==> src/rtl/pwm_duty_capture_if.sv <==
// Result bus of the PWM duty capture block: one strobe plus the measured
// period, high time, recovered brightness code and status flags.
interface pwm_duty_capture_if #(
  parameter int PWM_BITS  = 8,
  parameter int CNT_WIDTH = 16
);
  logic [PWM_BITS-1:0]  duty;
  logic [CNT_WIDTH-1:0] high_time;
  logic [CNT_WIDTH-1:0] period;
  logic                 valid;
  logic                 period_err;
  logic                 stuck;

  // Producer side (the capture block)
  modport master (
    output duty, high_time, period, valid, period_err, stuck
  );

  // Consumer side (status / monitor logic)
  modport slave (
    input duty, high_time, period, valid, period_err, stuck
  );
endinterface

==> src/rtl/pwm_duty_capture.sv <==
// Measures high time and period of an asynchronous PWM line and recovers the
// brightness code. One result strobe per completed period; a line without a
// rising edge for TIMEOUT_CYCLES is reported as stuck at its current level.
module pwm_duty_capture #(
  parameter int PWM_BITS       = 8,
  parameter int CNT_WIDTH      = 16,
  parameter int TIMEOUT_CYCLES = 4096
) (
  input  logic                 clk,
  input  logic                 rst_n,
  input  logic                 pwm_in,
  pwm_duty_capture_if.master   res
);

  localparam logic [CNT_WIDTH-1:0] CNT_MAX    = '1;
  localparam logic [CNT_WIDTH-1:0] CNT_ONE    = CNT_WIDTH'(1);
  localparam logic [CNT_WIDTH-1:0] PERIOD_NOM = CNT_WIDTH'(2 ** PWM_BITS);
  localparam logic [PWM_BITS-1:0]  DUTY_MAX   = '1;
  localparam logic [CNT_WIDTH-1:0] DUTY_MAX_W = CNT_WIDTH'(2 ** PWM_BITS - 1);
  // Idle count value whose increment would reach TIMEOUT_CYCLES.
  localparam logic [CNT_WIDTH-1:0] IDLE_LAST  = CNT_WIDTH'(TIMEOUT_CYCLES - 1);

  typedef enum logic {
    S_WAIT,
    S_MEASURE
  } state_e;

  state_e state_q, state_d;

  logic s1_q, s2_q, s3_q;
  logic [CNT_WIDTH-1:0] period_cnt_q, period_cnt_d;
  logic [CNT_WIDTH-1:0] high_cnt_q, high_cnt_d;
  logic [CNT_WIDTH-1:0] idle_q, idle_d;

  logic [PWM_BITS-1:0]  duty_q, duty_d;
  logic [CNT_WIDTH-1:0] high_time_q, high_time_d;
  logic [CNT_WIDTH-1:0] period_q, period_d;
  logic                 valid_q, valid_d;
  logic                 period_err_q, period_err_d;
  logic                 stuck_q, stuck_d;

  logic rise;
  logic timeout_hit;
  logic [PWM_BITS-1:0] duty_sat;

  assign rise        = s2_q & ~s3_q;
  // A simultaneous rise takes priority over the timeout.
  assign timeout_hit = (idle_q == IDLE_LAST) & ~rise;
  assign duty_sat    = (high_cnt_q > DUTY_MAX_W) ? DUTY_MAX : high_cnt_q[PWM_BITS-1:0];

  // Next-state: counters, FSM transitions and result publication.
  always_comb begin
    state_d      = state_q;
    duty_d       = duty_q;
    high_time_d  = high_time_q;
    period_d     = period_q;
    valid_d      = 1'b0;
    period_err_d = period_err_q;
    stuck_d      = stuck_q;

    if (rise) begin
      period_cnt_d = CNT_ONE;
      high_cnt_d   = CNT_ONE;
    end else begin
      period_cnt_d = (period_cnt_q == CNT_MAX) ? CNT_MAX : period_cnt_q + CNT_ONE;
      if (s2_q && high_cnt_q != CNT_MAX) begin
        high_cnt_d = high_cnt_q + CNT_ONE;
      end else begin
        high_cnt_d = high_cnt_q;
      end
    end

    if (rise || timeout_hit) begin
      idle_d = '0;
    end else begin
      idle_d = idle_q + CNT_ONE;
    end

    if (timeout_hit) begin
      valid_d      = 1'b1;
      stuck_d      = 1'b1;
      period_d     = '0;
      high_time_d  = '0;
      period_err_d = 1'b0;
      duty_d       = s2_q ? DUTY_MAX : '0;
      state_d      = S_WAIT;
    end

    case (state_q)
      S_WAIT: begin
        // The period before the first rise is partial, so nothing is published.
        if (rise) begin
          state_d = S_MEASURE;
        end
      end
      S_MEASURE: begin
        if (rise) begin
          valid_d      = 1'b1;
          stuck_d      = 1'b0;
          period_d     = period_cnt_q;
          high_time_d  = high_cnt_q;
          period_err_d = (period_cnt_q != PERIOD_NOM);
          duty_d       = duty_sat;
        end
      end
      default: state_d = S_WAIT;
    endcase
  end

  // State, synchronizer and result registers.
  always_ff @(posedge clk) begin
    if (!rst_n) begin
      state_q      <= S_WAIT;
      s1_q         <= 1'b0;
      s2_q         <= 1'b0;
      s3_q         <= 1'b0;
      period_cnt_q <= '0;
      high_cnt_q   <= '0;
      idle_q       <= '0;
      duty_q       <= '0;
      high_time_q  <= '0;
      period_q     <= '0;
      valid_q      <= 1'b0;
      period_err_q <= 1'b0;
      stuck_q      <= 1'b0;
    end else begin
      state_q      <= state_d;
      s1_q         <= pwm_in;
      s2_q         <= s1_q;
      s3_q         <= s2_q;
      period_cnt_q <= period_cnt_d;
      high_cnt_q   <= high_cnt_d;
      idle_q       <= idle_d;
      duty_q       <= duty_d;
      high_time_q  <= high_time_d;
      period_q     <= period_d;
      valid_q      <= valid_d;
      period_err_q <= period_err_d;
      stuck_q      <= stuck_d;
    end
  end

  assign res.duty       = duty_q;
  assign res.high_time  = high_time_q;
  assign res.period     = period_q;
  assign res.valid      = valid_q;
  assign res.period_err = period_err_q;
  assign res.stuck      = stuck_q;

endmodule

==> src/flat_wrapper.sv <==
// flat-port wrapper written by rule: the top's interface ports become plain ports
module pwm_duty_capture_flat 
#(
  parameter int PWM_BITS       = 8,
  parameter int CNT_WIDTH      = 16,
  parameter int TIMEOUT_CYCLES = 4096
)
  (clk, rst_n, pwm_in, res_duty, res_high_time, res_period, res_valid, res_period_err, res_stuck);
  pwm_duty_capture_if #(.PWM_BITS(PWM_BITS), .CNT_WIDTH(CNT_WIDTH)) res_i ();
  input  logic clk;
  input  logic rst_n;
  input  logic pwm_in;
  output wire logic [$bits(res_i.duty)-1:0] res_duty;
  output wire logic [$bits(res_i.high_time)-1:0] res_high_time;
  output wire logic [$bits(res_i.period)-1:0] res_period;
  output wire logic [$bits(res_i.valid)-1:0] res_valid;
  output wire logic [$bits(res_i.period_err)-1:0] res_period_err;
  output wire logic [$bits(res_i.stuck)-1:0] res_stuck;
  assign res_duty = res_i.duty;
  assign res_high_time = res_i.high_time;
  assign res_period = res_i.period;
  assign res_valid = res_i.valid;
  assign res_period_err = res_i.period_err;
  assign res_stuck = res_i.stuck;
  pwm_duty_capture #(.PWM_BITS(PWM_BITS), .CNT_WIDTH(CNT_WIDTH), .TIMEOUT_CYCLES(TIMEOUT_CYCLES)) u_core (.clk(clk), .rst_n(rst_n), .pwm_in(pwm_in), .res(res_i));
endmodule
==> config.mk <==
export PLATFORM = sky130hd
export DESIGN_NAME = pwm_duty_capture_flat
export DESIGN_NICKNAME = d
export VERILOG_FILES = /design/src/rtl/pwm_duty_capture_if.sv /design/src/rtl/pwm_duty_capture.sv /design/src/flat_wrapper.sv
export SDC_FILE = /design/constraint.sdc
export NUM_CORES = 1
export LEC_CHECK = 0
export CORE_ASPECT_RATIO = 1.2
export CORE_MARGIN = 2
export CORE_UTILIZATION = 35
export CTS_BUF_LIST = sky130_fd_sc_hd__clkbuf_8
export DETAILED_ROUTE_END_ITERATION = 6
export HOLD_SLACK_MARGIN = 0.05
export PLACE_DENSITY_LB_ADDON = 0.15
export SYNTH_ARGS = -nofsm -noshare
export SYNTH_HDL_FRONTEND = slang
export SYNTH_SLANG_ARGS = --single-unit
==> constraint.sdc <==
create_clock -name clk -period 5.46 [get_ports clk]
set_input_delay 1.365 -clock clk [delete_from_list [all_inputs] [get_ports clk]]
set_output_delay 1.365 -clock clk [all_outputs]
set_load 0.005 [all_outputs]
==> impl_metrics.yaml <==
outcome:
  status: "complete, no violations"
yosys:
  synthCells: 480
  synth_flop_cell: "dfxtp_1"
  synth-edff-count: 0
  mappedNetlistArea_sq_um: 4130
  synthArstFlopShare_pct: 0
  synthSimpleGateAreaFrac_pct: 21.3
  ys_seq_area_share_pct: 46.1
  synth_xor_area_share_pct: 5.30
  synth-compound-area-share_pct: 20.2
  synth.ff_latch_count: 95
  avgSynthCellArea_sq_um: 8.60
  postSynthNetCount: 487
  synth_top_family_by_area: "simple AND/OR/NAND/NOR gates"
  ys_warn_count: 0
  synth_adder_area_share_pct: 1.21
  synthMuxAreaShare_pct: 0.727
  synth_cell_types: 48
critical_path:
  cpPeakStageDelay_ps: 800
  r2r_slack_ps: 2690
  path_max_fanout: 28
  reg2reg_depth: 5
  worstPathCellList: "clkdlybuf4s50_1, nand2_1, a311oi_1"
  slowest_stage: "clkdlybuf4s50_1"
  arrival_ps: 3360
  cp_top_family: "buffers and inverters"
  start_kind: "primary input"
  crit_path_end_kind: "register"
  crit_buf_inv: 1
  reg2reg_from: "u_core.s2_q"
  crit_type: "primary input to register"
  required_ps: 5720
  regToRegEndpoint: "u_core.idle_q[15]"
floorplanning:
  core_area_sq_um: 11500
  rows: 43
  initial_core_util_pct: 35.9
  die-area_sq_um: 12700
  ios: 46
  dieHeight_um: 123
  die_x_um: 103
timing:
  grt_setup_unrepaired: "false"
  worst_pin_slew_ps: 1020
  hold_violations: 0
  setup_viol: 0
  slew_viol_final: 0
  worst_slack_ps: 2360
  fin_hold_ws_ps: 445
  finalSetupTns_ps: 0
  skew_ps: 15.3
  period_share_pct: 56.7
  slew_headroom_pct: 31.7
  min_period_ps: 3100
  fmax_ghz: 0.323
final_layout:
  design_area_sq_um: 4840
  fillerInstances: 1229
  stdcell_count: 668
  syn2layout_area_growth_pct: 17.2
  fin_nets: 513
  fin_util_pct: 42.0
  antenna_cells: 0
  drive_above_1_share_pct: 5.68
clocking:
  max-clock-path-buffers: 2
  cts_buffers: 9
  htree_num_levels: 3
  cts_tree: "done"
  clock_sinks: 95
  clk-insertion-delay-late_ps: 370
  ctsResizeCount: 0
  cts_setup_buffers: 0
  postCtsHoldBufs: 0
  clock-root-buffer: "clkbuf_8"
  clk_pin_slew_worst_paths_ps: 90
pwr:
  clkPwrFrac_pct: 37.8
  peakVddDrop_mv: 0.107
  power_switching_mw: 0.286
  seq_power_share_pct: 58.8
  p_comb_share_pct: 3.4
  total_power_mw: 1.20
  power.internal_mw: 0.916
  swShare_pct: 23.8
  leakage_nw: 1.50
  p_per_area_nw_per_um2: 248
route:
  drt_iter0_markers: 134
  drtAntennaViolNets: 0
  vias_per_cell: 5.37
  drc_errors: 0
  vias: 3588
  wl_per_cell_um: 16.1
  drt-total-wl_um: 10700
  drtPass1Iterations: 4
worst_hold_path:
  hp-class: "register to register"
  min_to: "u_core.s2_q"
  min-delay-start: "u_core.s1_q"
  hold_depth: 1
global_routing:
  grt_max_degree: 46
  antenna_found_initial: 0
  grt_pass1_wl_um: 17800
  grt.overflow.total: 0
  grt_pass1_vias: 3577
  grt_use_total_pct: 18.0
place:
  dp_slack_ps: 2000
  portBuffers: 45
  place_area_sq_um: 4640
  dp_cells: 652
  dp_hpwl_um: 7160
  routabilityCongestion: 0.852
job:
  drv_cap: 0
==> worst max path at each step <==
stage          startpoint                      end  slack [ps]  depth (start not counted)
2_1_floorplan       rst_n     u_core.high_cnt_q[4]        3140                          5
3_3_place_gp        rst_n    u_core.high_cnt_q[10]        2040                          4
3_5_place_dp        rst_n  u_core.period_cnt_q[12]        2000                          3
4_1_cts             rst_n  u_core.period_cnt_q[12]        2400                          3
5_1_grt             rst_n  u_core.period_cnt_q[12]        2160                          3
6_report            rst_n  u_core.period_cnt_q[12]        2360                          3
==> layout by cell type, fill, tap and decap left out, types with 3 or more instances in the layout <==
cell type and instances:
and2_1 4, nand4_1 14, clkdlybuf4s50_1 45, and3_1 5, nor3_1 12, o31ai_1 4
inv_1 10, or4_1 7, nand2_1 50, nand3_1 20, o211ai_1 33, dfxtp_1 95
clkbuf_8 12, o21ai_0 19, buf_4 6, or3_1 5, xnor2_1 18, nor4_1 12
a21oi_1 62, a31oi_1 4, nor2_1 26, xor2_1 7, ha_1 4, and4_1 5
mux2i_1 3
==> power groups by stage <==
stage                     Clock [mW]  Combinational [mW]  Sequential (mW)
after floorplan                    0              0.0302            0.720
after global placement             0              0.0407            0.723
after detailed placement           0              0.0412            0.723
after CTS                      0.473              0.0418            0.707
after global routing           0.502              0.0466            0.709
final                          0.454              0.0413            0.707
==> cell usage after synthesis, drive strengths merged (2+ instances only) <==
library cell / instances / area [sq um]
a211oi: 2 / 15.0
nand2b: 2 / 12.5
dfxtp: 95 / 1900
a21oi: 62 / 310
nor4: 13 / 87.6
nor3: 12 / 60.1
buf: 11 / 83.8
nand3: 20 / 100
or4: 7 / 52.6
nand4: 14 / 87.6
o211ai: 33 / 248
xnor2: 18 / 158
clkbuf: 25 / 93.8
nor2: 27 / 104
nand2: 50 / 188
o21ai: 21 / 105
ha: 4 / 50.1
mux2i: 3 / 30.0
a31oi: 4 / 25.0
xor2: 7 / 61.3
or3: 5 / 31.3
and3: 5 / 31.3
inv: 10 / 37.5
o21a: 2 / 22.5
nor4b: 2 / 17.5
and4: 5 / 43.8
o31ai: 4 / 30.0
and2: 4 / 25.0
==> sequential cells by signal (all words and copies together) (netlist names), 8 cells and up <==
name	count
u_core.res.duty	8
u_core.res.high_time	16
u_core.idle_q	16
u_core.res.period	16
u_core.high_cnt_q	16
u_core.period_cnt_q	16
==> metal layers <==
layer | vias to the layer above | track usage, % | share of wire, %
met5 | - | 0 | 0
met4 | 0 | 6.58 | 1.5
met3 | 12 | 3.05 | 2.1
met2 | 38 | 31.7 | 53
met1 | 1755 | 21.8 | 44
li1 | 1783 | - | -
==> logic make-up after synthesis <==
group | Yosys count
muxes | 3
adders and majority gates | 4
AOI/OAI and AO/OA | 136
DFF | 95
xor gates and xnor gates | 25
and+or+nand+nor | 171
buffers and inverters | 46
==> cell type report <==
class | instances | area (sq um) | area share, %
clock buffers | 12 | 165 | 3.41
clock inverters | 4 | 27.5 | 0.569
repair buffers | 51 | 495 | 10.2
well taps | 157 | 196 | 4.06
flip-flops and latches | 95 | 1900 | 39.3
inverters | 10 | 37.5 | 0.776
multi-input cells | 339 | 2010 | 41.6
Note: power is estimated with default switching activity, not from simulation.
